[src/rtl/mem_arbiter.sv]
// ============================================================================
// mem_arbiter: two-requester (fetch/data) arbiter for a single shared memory port.
// Build option: define MEM_ARBITER_ROUND_ROBIN_EN for round-robin on contention,
// otherwise data has fixed priority over instruction fetch.
// Revision: 1.0
// ============================================================================
`default_nettype none

module mem_arbiter #(
   parameter int MEM_LATENCY = 1
) (
   input  logic        clk,
   input  logic        reset,
   input  logic        i_req,
   input  logic [31:0] i_addr,
   output logic [31:0] i_rdata,
   output logic        i_ack,
   input  logic        d_req,
   input  logic        d_we,
   input  logic [31:0] d_addr,
   input  logic [31:0] d_wdata,
   output logic [31:0] d_rdata,
   output logic        d_ack,
   output logic [31:0] mem_addr,
   output logic [31:0] mem_wdata,
   output logic        mem_we,
   input  logic [31:0] mem_rdata,
   output logic        busy
);

   typedef enum logic [1:0] {
      ST_IDLE   = 2'd0,
      ST_ACCESS = 2'd1,
      ST_ACK    = 2'd2
   } state_t;

   localparam logic [3:0] C_LAT = 4'(MEM_LATENCY);

   state_t      state_q;
   logic [3:0]  cnt_q;
   logic [3:0]  cnt_d;
   logic        own_data_q;
   logic        we_q;
   logic [31:0] addr_q;
   logic [31:0] wdata_q;
   logic        mem_we_q;
   logic        i_ack_q;
   logic        d_ack_q;
   logic [31:0] i_rdata_q;
   logic [31:0] d_rdata_q;
   logic        grant_data_d;

`ifdef MEM_ARBITER_ROUND_ROBIN_EN
   // 1 = data was granted most recently; reset value favours data on first contest
   logic        last_data_q;
`endif

   always_comb begin
      grant_data_d = d_req;
`ifdef MEM_ARBITER_ROUND_ROBIN_EN
      if (d_req && i_req) begin
         grant_data_d = ~last_data_q;
      end
`endif
      cnt_d = cnt_q + 4'd1;
   end

   always_ff @(posedge clk) begin
      if (!reset) begin
         state_q    <= ST_IDLE;
         cnt_q      <= 4'd0;
         own_data_q <= 1'b0;
         we_q       <= 1'b0;
         addr_q     <= 32'd0;
         wdata_q    <= 32'd0;
         mem_we_q   <= 1'b0;
         i_ack_q    <= 1'b0;
         d_ack_q    <= 1'b0;
         i_rdata_q  <= 32'd0;
         d_rdata_q  <= 32'd0;
`ifdef MEM_ARBITER_ROUND_ROBIN_EN
         last_data_q <= 1'b0;
`endif
      end else begin
         mem_we_q <= 1'b0;
         i_ack_q  <= 1'b0;
         d_ack_q  <= 1'b0;
         case (state_q)
            ST_IDLE: begin
               if (i_req || d_req) begin
                  state_q    <= ST_ACCESS;
                  cnt_q      <= 4'd0;
                  own_data_q <= grant_data_d;
                  addr_q     <= grant_data_d ? d_addr : i_addr;
                  wdata_q    <= grant_data_d ? d_wdata : 32'd0;
                  we_q       <= grant_data_d & d_we;
                  mem_we_q   <= grant_data_d & d_we;
`ifdef MEM_ARBITER_ROUND_ROBIN_EN
                  last_data_q <= grant_data_d;
`endif
               end
            end
            ST_ACCESS: begin
               cnt_q <= cnt_d;
               if (cnt_d == C_LAT) begin
                  state_q <= ST_ACK;
                  if (!we_q) begin
                     if (own_data_q) begin
                        d_rdata_q <= mem_rdata;
                     end else begin
                        i_rdata_q <= mem_rdata;
                     end
                  end
                  d_ack_q <= own_data_q;
                  i_ack_q <= ~own_data_q;
               end
            end
            ST_ACK: begin
               state_q <= ST_IDLE;
            end
            default: begin
               state_q <= ST_IDLE;
            end
         endcase
      end
   end

   assign mem_addr  = addr_q;
   assign mem_wdata = wdata_q;
   assign mem_we    = mem_we_q;
   assign i_ack     = i_ack_q;
   assign d_ack     = d_ack_q;
   assign i_rdata   = i_rdata_q;
   assign d_rdata   = d_rdata_q;
   assign busy      = (state_q != ST_IDLE);

endmodule

`default_nettype wire

[config.mk]
export PLATFORM = sky130hd
export DESIGN_NAME = mem_arbiter
export DESIGN_NICKNAME = d
export VERILOG_FILES = /design/src/rtl/mem_arbiter.sv
export SDC_FILE = /design/constraint.sdc
export NUM_CORES = 1
export LEC_CHECK = 0
export ABC_AREA = 1
export CORE_MARGIN = 3
export CORE_UTILIZATION = 30
export CTS_CLUSTER_DIAMETER = 150
export DETAILED_ROUTE_END_ITERATION = 10
export GPL_ROUTABILITY_DRIVEN = 0
export MAX_ROUTING_LAYER = met4
export PLACE_DENSITY = 0.73
export SKIP_LAST_GASP = 1
export SLEW_MARGIN = 40
export SYNTH_ARGS = -nofsm -noshare
export SYNTH_HDL_FRONTEND = slang
export SYNTH_SLANG_ARGS = --single-unit
[constraint.sdc]
create_clock -name clk -period 3 [get_ports clk]
set_input_delay 0.45 -clock clk [delete_from_list [all_inputs] [get_ports clk]]
set_output_delay 0.45 -clock clk [all_outputs]
set_load 0.01 [all_outputs]
==> results.md, run 1 <==
- Initial DRT Pass Iterations: 4
- CTS buffer count: 17
- Max Clock Skew: 0.00766 ns
- Total wire length: 18600 um
- Met3 usage: 0.0595
- CORE AREA: 19000 sq um
- Crit path buffers/inverters: 2
- Pwr dens: 681 nW/um^2
- Largest net degree at the start of global routing: 71
- Syn_nets: 944
- RSZ-0062 raised after global routing: no
- Slew Limit Fails: 0
- Post-Syn Area: 5860 sq um
- Setup violators final: 0
- Post-synth EDFFs: 0
- Crit path cell chain: nor2_4, inv_1, clkdlybuf4s50_1
- Slew margin rel.: 0.511
- Inserted Diodes: 0
- Vias in the first global route: 5841
- Clock Tree Buf Depth: 2
- Clk slew on worst S/H paths: 0.06 ns
- Max-cap viol count: 0
- Period minus WS final: 2.25 ns
- Routed Antenna Nets: 0
- Final Hold Viols: 0
- Syn Inst Count: 809
- Final #Nets: 1176
- Async S/R FF share, synth: 0
- Die Ht: 146 um
- Peak VDD IR: 0.000366 V
- Dpl hpwl: 12900 um
- Mean post-synth cell area: 7.25 sq um
- Most frequent cell after synthesis: nor2_1
- Syn-to-layout area delta: 57.5%
- #FFs+latches synth: 139
- Netlist cell types: 22
- CTS resizes: 0
- WP data required: 2.55 ns
- CP top delay family: buffers and inverters
- # fillers: 1902
- M2 GR Usage: 0.283
- Critical path fanouts, max: 20
- GRT Overall Usage: 0.174
- Vias/cell: 4.67
- Vias: 6142
- Crit path arrival time: 1.80 ns
- CTS Sinks: 139
- Total grt overflow: 0
- Share of cells above drive strength 1: 0.0617
- Area leader, netlist: dfxtp_1
- Pin slew with the least headroom to its limit: 0.734 ns
- Skew-Pair Late Insertion Delay: 0.41 ns
- Final setup TNS: 0 ns
- WL/cell: 14.2 um
- First-pass GRT wire length: 29400 um
- CTS root buffer: clkbuf_16
- PortBufs: 264
- Met1 Track Usage GR: 0.199
- Final Cycle Share: 0.751
- Setup bufs post-CTS: 0
- Min-Delay Path Class: register to register
- Post-Place Cells: 1280
- Die width: 146 um
- Area of the multi-input gates: 2450 sq um
- Register area: 2780 sq um
- Site Rows: 50
- Critical setup path kind: register to output pin
- Place WS: 0.930 ns
- YS warnings: 0
- Final worst slack: 0.748 ns
- Global routing's busiest layer: met2
- Synth Flop Type: dfxtp_1
- Status: completed
- Maximum operating frequency: 444 MHz
- Element type at the critical path start: register
- CTS Hold Bufs: 0
- Seq/Total Area, Yosys: 0.475
- Final Non-Filler Cells: 1314
- Slowest stage cell, crit path: clkdlybuf4s50_1
- DRC violations left: 0
- WHS: 0.460 ns
- Area share of the largest cell type after synthesis: 0.475
- Initial DRC Count: 237
- Post-synth top cells: nor2_1, dfxtp_1, nand2_1, a21oi_1, inv_1
- Initial Util: 0.309
- Die area: 21300 sq um
- Worst setup EP type: output pin
- H-tree depth: 4
- Largest cells by area after synthesis: dfxtp_1, nor2_1, a21oi_1
- # IOs: 265
- Antenna violations before repair: 0
- Pleak: 3.75 nW
- CTS tree: yes
- Critical Path Max Stage Delay: 0.49 ns
flip-flops by register name, indices dropped and copies added (netlist names):
signal and cells:
mem_wdata 32, state_q 2, cnt_q 4, i_rdata 32, d_rdata 32, own_data_q 1
d_ack 1, we_q 1, mem_we 1, mem_addr 32, i_ack 1
tightest hold or removal path, delay by kind of cell (launching register included):
kind            cells  cell delay [ns]
compound gates      1             0.05
flops               1             0.31
simple gates        1             0.06
metal layers:
layer	up-vias	wire, um
li1	3099	-
met1	2786	7880
met2	238	8790
met3	19	1560
met4	0	410
met5	-	0
per-stage QoR:
stage                     utilization  power, mW  cell area, sq um
after floorplan                     -       3.30              5860
after detailed placement        0.454       4.19              8600
final                           0.487       6.29              9240
after global placement          0.453       4.16              8600
after CTS                       0.485       6.35              9200
after global routing            0.487       6.64              9240
placed cells by master, fill, tap and decap left out:
cell and count:
buf_2 1, bufinv_16 3, clkinv_2 6, inv_1 76
nor2_4 5, clkdlybuf4s50_1 262, o21ai_1 10, o21ai_4 1
buf_4 9, clkbuf_16 18, buf_12 2, a31o_2 1
ha_1 2, nand3_1 35, o21ai_0 23, clkinv_4 4
nor2_1 163, inv_6 1, clkinvlp_4 2, inv_2 4
nand2_1 112, a21oi_1 101, buf_8 1, nand3_2 2
nand2_2 2, dfxtp_1 139, nor2_2 3, nand4_1 66
path summary, 6_finish.rpt:
kind,startpoint,end,slack [ns],cells after the start
min,mem_wdata[13]$_SDFFE_PN0P_,mem_wdata[13]$_SDFFE_PN0P_,0.46,2
max,state_q[1]$_SDFFE_PN0P_,busy,0.75,3
max reg2reg,cnt_q[0]$_SDFFE_PN0P_,i_rdata[11]$_SDFFE_PN0P_,0.94,9
min reg2reg,mem_wdata[13]$_SDFFE_PN0P_,mem_wdata[13]$_SDFFE_PN0P_,0.46,2
power by group:
group | internal, mW | total [mW] | switching [mW]
registers | 2.12 | 2.27 | 0.148
logic | 0.891 | 1.89 | 0.996
clock network | 1.31 | 2.13 | 0.824
cells by family (layout without fill, tap and decap cells):
| kind of cell | count (synthesis) | after routing | synth area share |
|---|---|---|---|
| AND/OR/NAND/NOR | 388 | 388 | 0.293 |
| buffers and inverters | 144 | 389 | 0.110 |
| flip-flops | 139 | 139 | 0.475 |
| AO/OA/AOI/OAI | 136 | 136 | 0.119 |
| adder cells (fa/ha/maj) | 2 | 2 | 0.00427 |
area by class of cell:
| class | instances | share of cell area |
|---|---|---|
| inverters | 81 | 0.0331 |
| clock inverters | 15 | 0.0188 |
| well taps | 260 | 0.0352 |
| clock buffers | 17 | 0.0461 |
| flip-flops and latches | 139 | 0.301 |
| multi-input cells | 526 | 0.265 |
| repair buffers | 276 | 0.300 |
Power figures use the tool's default switching activity.
==> run 2, diff against run 1 <==
==> constraint.sdc (replaced) <==
create_clock -name clk -period 2.2 [get_ports clk]
set_input_delay 0.33 -clock clk [delete_from_list [all_inputs] [get_ports clk]]
set_output_delay 0.33 -clock clk [all_outputs]
set_load 0.01 [all_outputs]
==> run 2 against run 1 <==
Against the previous run:
- first-iteration DRC count up 3.4%
- clock-buffer cell count up 3
- critical path depth unchanged
- total power up 34%
- global-route usage up 0.28 points
- cell count up 0.23%
- core utilization about the same
- routed wire length up 0.61%
- die area unchanged
==> results.md, run 2 (synthesis gave the netlist of run 1 again) <==
- Fin area: 9230 sq um
- Die width: 146 um
- Setup violators final: 0
- CTS Sinks: 139
- GRT Overall Usage: 0.177
- Total wire length: 18800 um
- Max Clock Skew: 0.0127 ns
- Final setup TNS: 0 ns
- PortBufs: 264
- FF-to-FF path depth: 10
- Area of the multi-input gates: 2450 sq um
- Vias/cell: 4.60
- Element type at the critical path start: register
- Hold Crit Start: reset
- Vias: 6063
- Peak VDD IR: 0.000750 V
- Min-Delay Path Class: input pin to register
- Share of cells above drive strength 1: 0.0615
- Vias in the first global route: 5850
- Final Cycle Share: 0.859
- Top sig layer: met4
- CTS resizes: 0
- Final Hold Viols: 0
- # fillers: 1817
- Antenna violations before repair: 0
- Crit path arrival time: 1.56 ns
- # IOs: 265
- Status: completed
- Register area: 2780 sq um
- Most frequent cells in the layout: clkdlybuf4s50_1, nor2_1, dfxtp_1
- Slew margin rel.: 0.623
- Inserted Diodes: 0
- Period minus WS final: 1.89 ns
- Largest net degree at the start of global routing: 71
- Initial DRT Pass Iterations: 5
- CTS root buffer: clkbuf_16
- CTS Hold Bufs: 0
- H-tree depth: 4
- Met3 WL: 1550 um
- R2r startpoint: cnt_q[0]$_SDFFE_PN0P_
- Hold Crit Depth: 3
- Die area: 21300 sq um
- WP data required: 1.87 ns
- DRC violations left: 0
- Routed Antenna Nets: 0
- Clock Tree Buf Depth: 2
- Maximum operating frequency: 529 MHz
- Critical setup path kind: register to output pin
- CTS tree: yes
- Clk slew on worst S/H paths: 0.06 ns
- M1 wire length: 7930 um
- WL/cell: 14.2 um
- Syn-to-layout area delta: 57.4%
- WHS: 0.233 ns
- Hold endpoint: mem_we$_SDFF_PN0_
- Pwr dens: 915 nW/um^2
- Pleak: 3.73 nW
- First-pass GRT wire length: 29900 um
- Pin slew with the least headroom to its limit: 0.566 ns
- Detail Route met2 WL: 8780 um
- Site Rows: 50
- Final #Nets: 1179
- Worst R2R Setup Slack: 0.35 ns
- Skew-Pair Late Insertion Delay: 0.42 ns
- Most common cell after layout, fill and taps aside: clkdlybuf4s50_1
- Die Ht: 146 um
- Post-placement cell area: 8670 sq um
- R2r endpoint: i_rdata[16]$_SDFFE_PN0P_
- Initial DRC Count: 245
- Critical path fanouts, max: 4
- Dpl hpwl: 13100 um
- CORE AREA: 19000 sq um
- Initial Util: 0.309
- Worst setup EP type: output pin
- RSZ-0062 raised after global routing: no
- Slew Limit Fails: 0
- CTS buffer count: 17
- Total grt overflow: 0
- Max-cap viol count: 0
- Setup bufs post-CTS: 0
## run 2: layout make-up
type                    instances  share of cell area
clock buffers                  20              0.0484
clock inverters                12              0.0125
inverters                      81              0.0329
multi-input cells             526               0.265
flip-flops and latches        139               0.301
well taps                     260              0.0352
repair buffers                279               0.304
## run 2: power breakdown
part / internal (mW) / switching [mW] / total (mW)
Sequential: 2.89 / 0.210 / 3.10
Clock: 1.59 / 1.16 / 2.75
Combinational: 1.23 / 1.36 / 2.59
Total: 5.72 / 2.73 / 8.45
## run 2: worst max path at each step
stage | from | endpoint | slack, ns | cells past startpoint
final | state_q[1]$_SDFFE_PN0P_ | busy | 0.31 | 3
after global routing | cnt_q[0]$_SDFFE_PN0P_ | i_rdata[31]$_SDFFE_PN0P_ | 0.14 | 10
after CTS | state_q[1]$_SDFFE_PN0P_ | busy | 0.22 | 3
after detailed placement | i_req | cnt_q[2]$_SDFFE_PN0P_ | 0.30 | 7
after global placement | i_req | cnt_q[1]$_SDFFE_PN0P_ | 0.35 | 7
after floorplan | cnt_q[0]$_SDFFE_PN0P_ | i_rdata[26]$_SDFFE_PN0P_ | 0.72 | 10
## run 2: per-stage QoR
stage          std cells  setup WS (ns)  power, mW   util
2_1_floorplan        809          0.721       4.50      -
6_report            1317          0.310       8.45  0.487
5_1_grt             1317          0.144       8.93  0.487
3_3_place_gp        1285          0.354       5.72  0.457
3_5_place_dp        1285          0.304       5.76  0.457
4_1_cts             1317          0.225       8.56  0.487
## run 2: metal layers
layer  GRT usage  vias to the layer above
li1            -                     3093
met1       0.206                     2703
met2       0.280                      240
met3      0.0623                       27
met4      0.0670                        0
met5           -                        -
## run 2: worst max-delay path, stage by stage, from the launching register on
cell and delay [ns]:
dfxtp_1 0.36, nor2_4 0.24, inv_1 0.07, clkdlybuf4s50_1 0.49
